### src/rtl/cram_pkg.sv
// ---------------------------------------------------------------------------
// cram_pkg
//   Shared types and constants for the CRAM configuration loader.
//   - cram_ld_state_t : loader FSM state encoding
//   - CRC_POLY/CRC_INIT: CRC-16-CCITT parameters used on the load and
//                        verify streams
//   - crc16_step      : one serial CRC step (MSB feedback), shared by the
//                       CRC sub-module and the final CRC compare in the top
// ---------------------------------------------------------------------------
package cram_pkg;

   typedef enum logic [2:0] {
      IDLE   = 3'd0,
      FETCH  = 3'd1,
      SHIFT  = 3'd2,
      VERIFY = 3'd3,
      DONE   = 3'd4,
      ERROR  = 3'd5
   } cram_ld_state_t;

   localparam logic [15:0] CRC_POLY = 16'h1021;
   localparam logic [15:0] CRC_INIT = 16'hFFFF;

   // Serial CRC-16-CCITT: feedback is the register MSB xor the incoming bit.
   function automatic logic [15:0] crc16_step(input logic [15:0] crc,
                                              input logic        bit_in);
      logic fb;
      fb = crc[15] ^ bit_in;
      return fb ? ({crc[14:0], 1'b0} ^ CRC_POLY) : {crc[14:0], 1'b0};
   endfunction

endpackage

### src/rtl/cram_crc16_serial.sv
// ---------------------------------------------------------------------------
// cram_crc16_serial
//   Bit-serial CRC-16-CCITT accumulator.
//   Ports:
//     clk    in   clock
//     nrst   in   async active-low reset (crc returns to CRC_INIT)
//     clr    in   synchronous clear to CRC_INIT (has priority over en)
//     en     in   fold bit_in into the CRC this cycle
//     bit_in in   serial data bit
//     crc    out  current CRC register value
// ---------------------------------------------------------------------------
module cram_crc16_serial
   import cram_pkg::*;
(
   input  logic        clk,
   input  logic        nrst,
   input  logic        clr,
   input  logic        en,
   input  logic        bit_in,
   output logic [15:0] crc
);

   logic [15:0] crc_q;
   logic [15:0] crc_d;

   always_comb begin
      crc_d = crc_q;
      if (clr) begin
         crc_d = CRC_INIT;
      end else if (en) begin
         crc_d = crc16_step(crc_q, bit_in);
      end
   end

   always_ff @(posedge clk or negedge nrst) begin
      if (!nrst) begin
         crc_q <= CRC_INIT;
      end else begin
         crc_q <= crc_d;
      end
   end

   assign crc = crc_q;

endmodule

### src/rtl/cram_loader.sv
// ---------------------------------------------------------------------------
// cram_loader
//   Loads a fabric CRAM scan chain from a stream of host words, optionally
//   recirculates the chain once to CRC-check what was captured, and releases
//   the fabric logic from reset only after a successful load.
//
//   Host handshake: a word is transferred on every rising clk edge where
//   word_valid && word_ready are both high; word_ready is only high in FETCH,
//   so word_valid outside FETCH is never consumed.
//
//   Ports:
//     clk          in   CRAM clock, also clocks this block
//     nrst         in   async active-low reset
//     start        in   pulse: begin a load (only from IDLE/DONE/ERROR)
//     verify_en    in   sampled with start: run CRC recirculation pass
//     word_data    in   bitstream word, bit 0 shifted first
//     word_valid   in   word_data valid
//     word_ready   out  loader accepts a word this cycle
//     cfg_data_out out  serial bit to chain head
//     cfg_en       out  chain shift enable, aligned with cfg_data_out
//     cfg_data_in  in   chain tail
//     le_nrst      out  fabric logic reset, active-low
//     le_en        out  fabric logic enable
//     busy         out  high in FETCH/SHIFT/VERIFY
//     done         out  high in DONE
//     error        out  high in ERROR (CRC mismatch)
//     dbg_state    out  current FSM state
// ---------------------------------------------------------------------------
module cram_loader
   import cram_pkg::*;
#(
   parameter int WORD_WIDTH = 16,
   parameter int CHAIN_LEN  = 1024,
   localparam int CNT_W     = $clog2(CHAIN_LEN + 1),
   localparam int BL_W      = $clog2(WORD_WIDTH + 1)
) (
   input  logic                  clk,
   input  logic                  nrst,
   input  logic                  start,
   input  logic                  verify_en,
   input  logic [WORD_WIDTH-1:0] word_data,
   input  logic                  word_valid,
   output logic                  word_ready,
   output logic                  cfg_data_out,
   output logic                  cfg_en,
   input  logic                  cfg_data_in,
   output logic                  le_nrst,
   output logic                  le_en,
   output logic                  busy,
   output logic                  done,
   output logic                  error,
   output cram_ld_state_t        dbg_state
);

   cram_ld_state_t        state_q, state_d;
   logic                  verify_q, verify_d;
   logic [CNT_W-1:0]      bit_cnt_q, bit_cnt_d;
   logic [BL_W-1:0]       bits_left_q, bits_left_d;
   logic [WORD_WIDTH-1:0] sreg_q, sreg_d;

   logic word_ready_q, word_ready_d;
   logic cfg_data_out_q, cfg_data_out_d;
   logic cfg_en_q, cfg_en_d;
   logic le_nrst_q, le_nrst_d;
   logic le_en_q, le_en_d;
   logic busy_q, busy_d;
   logic done_q, done_d;
   logic error_q, error_d;

   logic        crc_clr;
   logic        tx_en;
   logic        rx_en;
   logic [15:0] crc_tx;
   logic [15:0] crc_rx;
   int          remaining;

   always_comb begin
      state_d        = state_q;
      verify_d       = verify_q;
      bit_cnt_d      = bit_cnt_q;
      bits_left_d    = bits_left_q;
      sreg_d         = sreg_q;
      cfg_data_out_d = 1'b0;
      crc_clr        = 1'b0;
      tx_en          = 1'b0;
      rx_en          = 1'b0;
      remaining      = CHAIN_LEN - int'(bit_cnt_q);

      case (state_q)
         IDLE, DONE, ERROR: begin
            if (start) begin
               state_d   = FETCH;
               verify_d  = verify_en;
               bit_cnt_d = '0;
               crc_clr   = 1'b1;
            end
         end
         FETCH: begin
            // word_ready_q is high for the whole FETCH state.
            if (word_valid) begin
               // Bit 0 goes out on the first SHIFT cycle; the rest queue in sreg.
               cfg_data_out_d = word_data[0];
               sreg_d         = word_data >> 1;
               bits_left_d    = (remaining < WORD_WIDTH) ? BL_W'(remaining)
                                                         : BL_W'(WORD_WIDTH);
               state_d        = SHIFT;
            end
         end
         SHIFT: begin
            // The chain captures cfg_data_out_q on this edge.
            tx_en       = 1'b1;
            bit_cnt_d   = bit_cnt_q + 1'b1;
            bits_left_d = bits_left_q - 1'b1;
            if (bits_left_q == BL_W'(1)) begin
               if (bit_cnt_q == CNT_W'(CHAIN_LEN - 1)) begin
                  if (verify_q) begin
                     state_d   = VERIFY;
                     bit_cnt_d = '0;
                  end else begin
                     state_d = DONE;
                  end
               end else begin
                  state_d = FETCH;
               end
            end else begin
               cfg_data_out_d = sreg_q[0];
               sreg_d         = sreg_q >> 1;
            end
         end
         VERIFY: begin
            rx_en     = 1'b1;
            bit_cnt_d = bit_cnt_q + 1'b1;
            if (bit_cnt_q == CNT_W'(CHAIN_LEN - 1)) begin
               // Include the bit captured on this final edge in the compare.
               state_d = (crc16_step(crc_rx, cfg_data_in) == crc_tx) ? DONE : ERROR;
            end
         end
         default: begin
            state_d = IDLE;
         end
      endcase

      // Outputs are decoded from the next state so they are registered
      // and change on the same edge as the state itself.
      word_ready_d = (state_d == FETCH);
      cfg_en_d     = (state_d == SHIFT) || (state_d == VERIFY);
      le_nrst_d    = (state_d == DONE);
      le_en_d      = (state_d == DONE);
      busy_d       = (state_d == FETCH) || (state_d == SHIFT) || (state_d == VERIFY);
      done_d       = (state_d == DONE);
      error_d      = (state_d == ERROR);
   end

   always_ff @(posedge clk or negedge nrst) begin
      if (!nrst) begin
         state_q        <= IDLE;
         verify_q       <= 1'b0;
         bit_cnt_q      <= '0;
         bits_left_q    <= '0;
         sreg_q         <= '0;
         word_ready_q   <= 1'b0;
         cfg_data_out_q <= 1'b0;
         cfg_en_q       <= 1'b0;
         le_nrst_q      <= 1'b0;
         le_en_q        <= 1'b0;
         busy_q         <= 1'b0;
         done_q         <= 1'b0;
         error_q        <= 1'b0;
      end else begin
         state_q        <= state_d;
         verify_q       <= verify_d;
         bit_cnt_q      <= bit_cnt_d;
         bits_left_q    <= bits_left_d;
         sreg_q         <= sreg_d;
         word_ready_q   <= word_ready_d;
         cfg_data_out_q <= cfg_data_out_d;
         cfg_en_q       <= cfg_en_d;
         le_nrst_q      <= le_nrst_d;
         le_en_q        <= le_en_d;
         busy_q         <= busy_d;
         done_q         <= done_d;
         error_q        <= error_d;
      end
   end

   cram_crc16_serial u_crc_tx (
      .clk    (clk),
      .nrst   (nrst),
      .clr    (crc_clr),
      .en     (tx_en),
      .bit_in (cfg_data_out_q),
      .crc    (crc_tx)
   );

   cram_crc16_serial u_crc_rx (
      .clk    (clk),
      .nrst   (nrst),
      .clr    (crc_clr),
      .en     (rx_en),
      .bit_in (cfg_data_in),
      .crc    (crc_rx)
   );

   // Recirculation must be a straight wire from tail to head: a flop in the
   // loop would lengthen the ring to CHAIN_LEN+1 and scramble the image.
   assign cfg_data_out = (state_q == VERIFY) ? cfg_data_in : cfg_data_out_q;
   assign word_ready   = word_ready_q;
   assign cfg_en       = cfg_en_q;
   assign le_nrst      = le_nrst_q;
   assign le_en        = le_en_q;
   assign busy         = busy_q;
   assign done         = done_q;
   assign error        = error_q;
   assign dbg_state    = state_q;

endmodule

### config.mk
export PLATFORM = sky130hd
export DESIGN_NAME = cram_loader
export DESIGN_NICKNAME = d
export VERILOG_FILES = /design/src/rtl/cram_pkg.sv /design/src/rtl/cram_crc16_serial.sv /design/src/rtl/cram_loader.sv
export SDC_FILE = /design/constraint.sdc
export NUM_CORES = 1
export LEC_CHECK = 0
export BUFFER_PORTS_ARGS = -buffer_cell sky130_fd_sc_hd__buf_2
export CORE_ASPECT_RATIO = 1.75
export CORE_MARGIN = 10
export CORE_UTILIZATION = 40
export DETAILED_ROUTE_END_ITERATION = 12
export GPL_TIMING_DRIVEN = 0
export PLACE_DENSITY = 0.57
export SYNTH_ARGS = -nofsm -noshare
export SYNTH_HDL_FRONTEND = slang
export SYNTH_SLANG_ARGS = --single-unit
### constraint.sdc
create_clock -name clk -period 3.25 [get_ports clk]
set_input_delay 0.325 -clock clk [delete_from_list [all_inputs] [get_ports clk]]
set_output_delay 0.325 -clock clk [all_outputs]
set_load 0.01 [all_outputs]
==> After elaboration in Yosys (flattened, before gate mapping) <==
Cells that the tools add are included.
{ "classes": {"n_bitwise": 4, "n_reduce_logical": 13, "order_cmp": 1, "addsub": 3, "n_eq_ne": 16, "n_mux": 33} }
{ "ops": {"columns": ["cell", "n"], "rows": [
  ["$mux 16", 6],
  ["$mux 11", 4],
  ["$pmux 11 s3", 1],
  ["$pmux 16 s2", 1],
  ["$mux 13", 2],
  ["$mux 3", 6],
  ["$eq 16x16->1", 1],
  ["$eq 3x2->1 const B", 4],
  ["$eq 3x3->1 const B", 4],
  ["$lt 12x6->1 const B", 1],
  ["$pmux 3 s4", 1],
  ["$sub 11x11->12 const A", 1],
  ["$add 11x1->11 const B", 1],
  ["$eq 11x10->1 const B", 1],
  ["$mux 5", 2],
  ["$pmux 5 s2", 1],
  ["$mux 1", 8],
  ["$eq 3x1->1 const B", 2],
  ["$ne 2x2->1 const B", 3],
  ["$not 3->3", 2],
  ["$reduce_and 2->1", 3],
  ["$reduce_bool 2->1", 3],
  ["$eq 5x1->1 const B", 1],
  ["$sub 5x1->5 const B", 1],
  ["7 further kinds", 10]
]} }
{ "word_totals": {"inputBits": 22, "register_bits": 74} }

==> Longest topological paths before layout <==
Gate-level depths: netlist of the first run.
{ "logic_depth": {"depth_word": 9, "mapped_depth": 8, "mapped_depth_nobuf": 7} }

==> Modules after synthesis <==
Synthesis of the first run repeated with hierarchy kept, for this count alone.
{ "hier_totals": {"cells_unflattened": 363, "hier_area_um2": 3873.7} }
{ "modules_own_cells": {"columns": ["module", "instances", "cells_each", "area_per_inst_um2", "seq_area_each_um2"], "rows": [
  ["cram_loader", 1, 251, 2392.3, 1026.0],
  ["cram_crc16_serial", 2, 56, 740.7, 420.4]
]} }

==> Worst setup path after synthesis of the first run <==
Ideal clock, no wire load.
{ "synth_path": {"kind": "reg-to-reg", "start": "register bit_cnt_q[0]", "end": "register bits_left_q[2]", "stages_incl_launch_ff": 8, "n_path_buf": 0, "synth_period_minus_slack_ps": 1833, "t_arrival_ps": 1707, "setup_time_ps": 126, "slack_ps": 1417, "cell_sequence": "dfrtp_1 -> inv_1 -> ha_1 -> nor3b_4 -> mux2i_1 -> a32o_1 -> and2_4 -> a221o_1"} }
{ "synth_between": {"elab_chain_len": 5} }
{ "synth_rtl": {"columns": ["element", "line_no", "source"], "rows": [
  ["start: declaration", "cram_loader.sv:57", "logic [CNT_W-1:0] bit_cnt_q, bit_cnt_d;"],
  ["start signal: assignment", "cram_loader.sv:172", "bit_cnt_q <= bit_cnt_d;"],
  ["$sub 11x11->12 *", "cram_loader.sv:87", "remaining = CHAIN_LEN - int'(bit_cnt_q);"],
  ["$lt 12x6->1", "cram_loader.sv:104", "bits_left_d = (remaining < WORD_WIDTH) ? BL_W'(remaining)"],
  ["$mux 5 *", "cram_loader.sv:104", null],
  ["$mux 5 *", "cram_loader.sv:100", "if (word_valid) begin"],
  ["$pmux 5 s2 *", "cram_loader.sv:89", "case (state_q)"],
  ["end signal: assignment", "cram_loader.sv:173", "bits_left_q <= bits_left_d;"],
  ["end: declaration", "cram_loader.sv:58", "logic [BL_W-1:0] bits_left_q, bits_left_d;"]
]} }
Every way passes the cells marked *; elsewhere a longest branch is shown, timed or not. The select of a mux whose other input is x is not followed.
A chain may end at the register's enable or synchronous reset.

==> Final worst setup path of the first run <==
{ "layout_path": {"start": "register state_q[2], in the netlist dbg_state[2]", "end": "output port cfg_data_out"} }
{ "layout_between": {"elab_chain_len": 2} }
{ "layout_rtl": {"columns": ["element", "line_no", "source"], "rows": [
  ["start: declaration", "cram_loader.sv:55", "cram_ld_state_t state_q, state_d;"],
  ["start signal: assignment", "cram_loader.sv:170", "state_q <= state_d;"],
  ["$eq 3x2->1", "cram_loader.sv:206", "assign cfg_data_out = (state_q == VERIFY) ? cfg_data_in : cfg_data_out_q;"],
  ["$mux 1", "cram_loader.sv:206", null],
  ["end: declaration", "cram_loader.sv:44", "output logic cfg_data_out,"]
]} }
Every way passes these cells.

==> results by group, run 1 <==
Yosys
  • Number of synthesized flops with an enable pin: 0
  • Most used flip-flop cell after synthesis: sky130_fd_sc_hd__dfrtp_1
  • Sequential cell area fraction in the yosys report: 0.4987
  • Leading area contributor after synthesis: sky130_fd_sc_hd__dfrtp_1
  • Synth top cells by count: 107 x sky130_fd_sc_hd__nand2_1, 41 x sky130_fd_sc_hd__dfrtp_1, 33 x sky130_fd_sc_hd__nand3_1, 32 x sky130_fd_sc_hd__dfstp_2, 24 x sky130_fd_sc_hd__nor2_1
  • Largest cells by area after synthesis: sky130_fd_sc_hd__dfrtp_1 27%, sky130_fd_sc_hd__dfstp_2 22%, sky130_fd_sc_hd__nand2_1 11%
  • Share of synthesized flip-flops with an asynchronous set or reset: 1.000
  • Warning count from the yosys run: 0
  • Average instance area after synthesis: just over 9 um^2
  • Total of flip-flops plus latches after synthesis: 73
  • Gate count of the mapped netlist: 410
  • Synthesized cell area: approximately 3700 um^2
  • Number of unique standard cell types used by synthesis: 60
  • Most instantiated library cell after synthesis: sky130_fd_sc_hd__nand2_1
  • Net count after synthesis: between 400 and 500
  • Portion of synthesized cell area occupied by the leading cell type: 0.2741

Die
  • Count of boundary I/O pins: 33
  • Number of standard-cell rows in the floorplan: 46
  • Core ar.: ~9100 um^2
  • Horiz. Die Dim: around 93 um
  • Full die area: around 14,000 um^2
  • Floorplan die height: around 150 um
  • Effective utilization at floorplan: 0.4117

Pwr
  • Leakage power: roughly 1.9 nW
  • Maximum vdd drop: between 400 and 500 uV
  • Power after layout: about 0.0048 W
  • Power per standard cell area: ~1100 nW/um^2

Critical path
  • Worst setup path startpoint: dbg_state[2]
  • Kind of end point of the critical path: output pin
  • Worst reg2reg setup slack: a little over 1 ns
  • End of the worst register-to-register path: error
  • Worst setup path class: flop to output pin
  • Crit path launch type: flop
  • Critical path destination: cfg_data_out
  • Depth of the worst register-to-register path: 6
  • Critical Path AT: 2.21 ns
  • Critical path fanouts, max: 10
  • Critical path required time: a little under 3 ns
  • Beginning of the worst register-to-register path: bit_cnt_q[0]

Route
  • Number of optimization iterations in the first detailed-route pass: 6
  • Total Wirelength: roughly 9.2 mm
  • Post-detailed-route wirelength per cell: between 15 and 20 um
  • Remaining antenna violation count: 0
  • Ratio of routed vias to standard cells: ~5.3
  • Total number of vias: 3,069
  • DRC violation count after routing: 0
  • Initial drt markers: 132

CTS
  • Buffers inserted during post-CTS setup optimization: 0
  • CTS tree: done
  • CTS H-tree depth: 3
  • Clock transition at the registers of the reported paths: around 0.06 ns
  • Clock sink total: 73
  • Buffers from clock root to sink, at most: 2
  • CTS root buf: sky130_fd_sc_hd__clkbuf_16
  • CTS buffer count: 9
  • Clock latency of the later-clocked register in the worst-skew pair: roughly 0.34 ns

Job
  • # Max-Cap Violations: 0

Worst hold path
  • Min-delay worst type: primary input to flop

Layout
  • Signed area change from the synthesized netlist to the final layout: 16.64%
  • Non-Filler Instances: 580
  • Layout cell share with drive strength beyond 1: 0.2174
  • Diode insertion count for antenna repair: 0
  • # nets final: ~480
  • Filler cells: 924

Timing
  • Final slew viol count: 0
  • Setup violations, final: 0
  • Final Cycle Share: 0.7791
  • Clock Skew: between 0.006 and 0.007 ns
  • Max-slew headroom at the worst pin: 0.4071
  • Actual transition at the worst max-transition pin: slightly below 0.9 ns
  • Min Tclk post-route: about 2.5 ns
  • Maximum clock frequency: approximately 0.39 GHz
  • Unrepaired setup endpoints after global routing: no
  • Fin Setup TNS: 0 ns
  • Hold Violations, Final: 0

Placed design
  • Detailed placer's ending HPWL: 6.852 mm
  • Routability-driven placement congestion ratio: between 0.8 and 0.9
  • Placed insts: between 500 and 600
  • Port-buffer cells: 32

Global route
  • Maximum number of pins on one net before global-route repair: 59
  • First-pass GRT wire length: between 15 and 20 mm
  • All-layer global routing usage: 0.1410
  • Overflow after GRT: 0
  • Initial antenna violation count: 0
  • Via count of the first global-routing pass: 3,143

Status
  • Result of the run: completed
## sequential cells by signal, summed over array words and instances (netlist names)
| signal | cells |
|---|---|
| cfg_data_out_q | 1 |
| u_crc_rx.crc | 16 |
| bits_left_q | 5 |
| bit_cnt_q | 11 |
| done | 1 |
| cfg_en | 1 |
| word_ready | 1 |
| error | 1 |
| verify_q | 1 |
| u_crc_tx.crc | 16 |
| sreg_q | 15 |
| busy | 1 |
| dbg_state | 3 |
## how the worst min path moves through the flow
stage,endpoint,depth (start not counted),start
detailed placement,error,1,nrst
CTS,sreg_q[14],3,word_data[15]
finish,sreg_q[14],3,word_data[15]
global route,sreg_q[14],3,word_data[15]
global placement,u_crc_rx.crc[15],2,u_crc_rx.crc[15]
floorplan,bit_cnt_q[0],0,nrst
## worst max-delay path: stages, from the launching register on
cell and delay [ns]:
sky130_fd_sc_hd__dfrtp_1 0.44, sky130_fd_sc_hd__and2b_1 0.29, sky130_fd_sc_hd__and2_1 0.14, sky130_fd_sc_hd__clkbuf_1 0.30
sky130_fd_sc_hd__clkbuf_1 0.42, sky130_fd_sc_hd__nand2_1 0.10, sky130_fd_sc_hd__nand2_1 0.06, sky130_fd_sc_hd__buf_2 0.12
## placed cells by master (no fill, tap or decap), types with 5 or more instances in the layout
cell type | synthesis | final
sky130_fd_sc_hd__dfstp_2 | 32 | 32
sky130_fd_sc_hd__o211ai_1 | 5 | 5
sky130_fd_sc_hd__xor2_1 | 16 | 16
sky130_fd_sc_hd__nand2_1 | 107 | 107
sky130_fd_sc_hd__nor4_1 | 8 | 8
sky130_fd_sc_hd__clkbuf_1 | 12 | 12
sky130_fd_sc_hd__nand3_1 | 33 | 33
sky130_fd_sc_hd__xnor2_1 | 12 | 12
sky130_fd_sc_hd__o21ai_0 | 16 | 16
sky130_fd_sc_hd__clkbuf_16 | 0 | 9
sky130_fd_sc_hd__nor2_1 | 24 | 24
sky130_fd_sc_hd__inv_1 | 9 | 9
sky130_fd_sc_hd__buf_2 | 5 | 36
sky130_fd_sc_hd__dfrtp_1 | 41 | 41
sky130_fd_sc_hd__a31oi_1 | 14 | 14
sky130_fd_sc_hd__nor3_1 | 9 | 9
## cell type report
class                   instances  area, um^2  share of cell area
plain buffers                  24       126.4             0.02894
clock buffers                  10       239.0             0.05473
clock inverters                 6       33.78            0.007736
inverters                      10       37.54            0.008596
multi-input cells             303        1713              0.3923
flip-flops and latches         73        1867              0.4275
well taps                     120       150.1             0.03438
repair buffers                 34       200.2             0.04585
## report_power, final
part | switching [W] | internal [W] | total (W)
clock | 0.000377 | 0.000530 | 0.000907
combinational | 0.00118 | 0.000837 | 0.00202
sequential | 0.000366 | 0.00148 | 0.00185
## per-layer routing
metal / wire, um / track usage / vias to the layer above
li1: - / - / 1501
met1: 3597 / 0.1462 / 1499
met2: 4956 / 0.2514 / 49
met3: 275 / 0.03347 / 20
met4: 329 / 0.07674 / 0
met5: 0 / 0 / -
## repair_timing
item                                   4_1_cts  5_1_grt
endpoints found under the hold margin       15        0
resized for setup                            0        0
hold buffers                                 1        0
setup endpoints to repair                    0        0
## cell families after synthesis
group                    Yosys count  synth area share
adder cells (fa/ha/maj)            4           0.01337
multiplexers                       2          0.005682
XOR/XNOR                          28           0.06551
flip-flops                        73            0.4987
AND/OR/NAND/NOR                  203            0.2520
AO/OA/AOI/OAI                     66            0.1210
buffers and inverters             34           0.04378
## metrics by stage
step	util	area, um^2	setup slack (ns)	hold WS (ns)
final	0.4802	4367	0.7179	0.2167
after global routing	0.4802	4367	0.5196	0.2122
after CTS	0.4802	4367	0.6890	0.2066
after detailed placement	0.4491	4084	1.055	0.2095
after global placement	0.4458	4054	1.035	0.4833
after floorplan	-	3744	1.417	0.02941
(Power assumes the default switching activity.)
==> inputs of run 2 (changes only) <==
==> constraint.sdc (replaced) <==
create_clock -name clk -period 2.6 [get_ports clk]
set_input_delay 0.26 -clock clk [delete_from_list [all_inputs] [get_ports clk]]
set_output_delay 0.26 -clock clk [all_outputs]
set_load 0.01 [all_outputs]
==> run 2 against run 1 <==
Compared with the run above: sequential share of layout area about the same; wire length up 0.14%; clock skew down 0.00063 ns; total power up 25%; critical path depth down 1; highest routed layer unchanged.
==> results by group, run 2 (same netlist as run 1, synthesis figures left out) <==
Pwr
  • Clock power share: 0.190 (about the same)
  • Sequential power share: 0.387 (about the same)
  • Maximum vdd drop: 537.9 uV (+25%)
  • Proportion of total power due to net switching: 0.4034 (about the same)
  • Leakage power: 1.919 nW (+0.17%)
  • Internal portion of total power: 0.003562 W (+25%)
  • Power spent charging and discharging nets: 0.002408 W (+25%)
  • Power per standard cell area: 1367 nW/um^2 (+25%)
  • Comb power frac: 0.423 (about the same)

Timing
  • Final Cycle Share: 0.9036
  • Actual transition at the worst max-transition pin: 0.8771 ns (-0.0002392 ns)
  • Final slew viol count: 0 (unchanged)
  • Clock Skew: 0.006025 ns (-0.0006269 ns)
  • Hold Violations, Final: 0 (unchanged)
  • Fin Setup TNS: 0 ns (unchanged)
  • Max-slew headroom at the worst pin: 0.4073 (about the same)
  • Min Tclk post-route: 2.349 ns
  • Unrepaired setup endpoints after global routing: no
  • Setup violations, final: 0 (unchanged)
  • Maximum clock frequency: 0.4256 GHz

Route
  • Total number of vias: 3,065 (-0.13%)
  • Initial drt markers: 132 (unchanged)
  • DRC violation count after routing: 0 (unchanged)
  • Remaining antenna violation count: 0 (unchanged)
  • Post-detailed-route wirelength per cell: 15.81 um (+0.14%)
  • Total Wirelength: 9.172 mm (+0.14%)
  • Number of optimization iterations in the first detailed-route pass: 6 (unchanged)
  • Ratio of routed vias to standard cells: 5.284 (-0.13%)

Critical path
  • List of cells traversed by the critical path: and2b_1 > nand2_1 > clkbuf_1 > nand2_1 > nand2_1 > buf_2
  • Crit path launch type: flop
  • Critical path fanouts, max: 10 (unchanged)
  • Most repeated library cell on the critical path: sky130_fd_sc_hd__nand2_1
  • Critical path required time: 2.34 ns (-0.58 ns)
  • Worst setup path class: flop to output pin
  • Critical Path AT: 2.09 ns (-0.12 ns)
  • Kind of end point of the critical path: output pin
  • Worst path slowest cell: sky130_fd_sc_hd__dfrtp_1
  • Maximum cell stage delay along the critical path: 0.47 ns (+0.03 ns)

Placed design
  • Detailed placer's ending HPWL: 6.852 mm (unchanged)
  • Routability-driven placement congestion ratio: 0.8615 (unchanged)
  • Port-buffer cells: 32 (unchanged)

CTS
  • CTS root buf: sky130_fd_sc_hd__clkbuf_16
  • CTS tree: done
  • CTS H-tree depth: 3 (unchanged)
  • Clock transition at the registers of the reported paths: 0.06 ns (about the same)
  • Clock latency of the later-clocked register in the worst-skew pair: 0.34 ns (about the same)
  • Buffers from clock root to sink, at most: 2 (unchanged)
  • Buffers inserted during post-CTS setup optimization: 0 (unchanged)
  • Clock sink total: 73 (unchanged)
  • CTS buffer count: 9 (unchanged)

Global route
  • All-layer global routing usage: 0.1410 (unchanged)
  • Maximum number of pins on one net before global-route repair: 59 (unchanged)
  • Initial antenna violation count: 0 (unchanged)
  • First-pass GRT wire length: 15.35 mm (unchanged)
  • Via count of the first global-routing pass: 3,143 (unchanged)
  • Overflow after GRT: 0 (unchanged)

Layout
  • Commonest non-fill, non-tap cell in the layout: sky130_fd_sc_hd__nand2_1
  • Final design utilization: 0.4803 (about the same)
  • # nets final: 481 (unchanged)
  • Signed area change from the synthesized netlist to the final layout: 16.68% (about the same)
  • Diode insertion count for antenna repair: 0 (unchanged)
  • Filler cells: 923 (-0.11%)
  • Layout cell share with drive strength beyond 1: 0.2196 (+0.002174)
  • Most used cells in the layout excluding fill and tap cells: 107 x sky130_fd_sc_hd__nand2_1, 41 x sky130_fd_sc_hd__dfrtp_1, 36 x sky130_fd_sc_hd__buf_2, 33 x sky130_fd_sc_hd__nand3_1, 32 x sky130_fd_sc_hd__dfstp_2

Worst hold path
  • Min-delay worst type: primary input to flop

Die
  • Horiz. Die Dim: 93.13 um (unchanged)
  • Core ar.: 9094 um^2 (unchanged)
  • Floorplan die height: 148.0 um (unchanged)
  • Full die area: 13,780 um^2 (unchanged)
  • Number of standard-cell rows in the floorplan: 46 (unchanged)
  • Effective utilization at floorplan: 0.4117 (unchanged)
  • Count of boundary I/O pins: 33 (unchanged)

Status
  • Result of the run: completed

Job
  • # Max-Cap Violations: 0 (unchanged)
run 2: cell counts in the layout (fill, tap and decap cells not counted):
Identical to the previous run, type by type.
run 2: power by group through the flow:
stage	logic [W]	registers [W]	clock network [W]
after CTS	0.00256	0.00231	0.00116
after global routing	0.00289	0.00239	0.00121
after floorplan	0.00195	0.00220	0
after detailed placement	0.00255	0.00232	0
final	0.00253	0.00231	0.00114
after global placement	0.00250	0.00231	0
run 2: area by class of cell:
cell class / instances / area (um^2) / share of cell area
timing repair buffer: 34 / 200.2 / 0.04583
clock inverter: 6 / 33.78 / 0.007734
buffer: 24 / 127.6 / 0.02922
multi-input combinational: 303 / 1713 / 0.3922
clock buffer: 10 / 239.0 / 0.05471
tap: 120 / 150.1 / 0.03437
sequential: 73 / 1867 / 0.4274
inverter: 10 / 37.54 / 0.008594
run 2: worst max-delay path: cells and delay by family, from the launching register on:
family / cells / cell delay, ns
flip-flops: 1 / 0.47
AND/OR/NAND/NOR: 4 / 0.71
buffers and inverters: 2 / 0.57
run 2: path summary, 6_finish.rpt:
path | endpoint | startpoint | cells past startpoint | slack, ns
min in group asynchronous | bit_cnt_q[7] | nrst | 2 | 0.35
worst max-delay path | cfg_data_out | dbg_state[1] | 6 | 0.25
worst min register to register | u_crc_rx.crc[15] | u_crc_rx.crc[15] | 2 | 0.50
worst max register to register | error | bit_cnt_q[0] | 6 | 0.38
worst min-delay path | sreg_q[14] | word_data[15] | 3 | 0.15
max in group asynchronous | u_crc_tx.crc[13] | nrst | 3 | 1.64
run 2: through the flow:
stage	std cells	area, um^2	setup slack (ns)	hold slack [ns]	power (W)
6_report	580	4368	0.2506	0.1513	0.005970
5_1_grt	580	4368	0.08010	0.1472	0.006480
4_1_cts	580	4367	0.1040	0.1416	0.006032
3_5_place_dp	563	4084	0.4052	0.1445	0.004872
3_3_place_gp	562	4054	0.3846	0.4833	0.004809
2_1_floorplan	410	3744	0.7668	-0.03559	0.004148
run 2: per-layer routing:
metal / part of all wire / wire length [um] / global-route usage
met5: 0 / 0 / 0
met4: 0.036 / 333 / 0.07674
met3: 0.030 / 273 / 0.03347
met2: 0.54 / 4954 / 0.2514
met1: 0.39 / 3611 / 0.1462
run 2: timing repair:
action                                  4_1_cts  5_1_grt
gates resized for setup                       0        2
hold endpoints to repair                     15        0
endpoints found under the setup margin        0        1
hold buffers                                  1        0
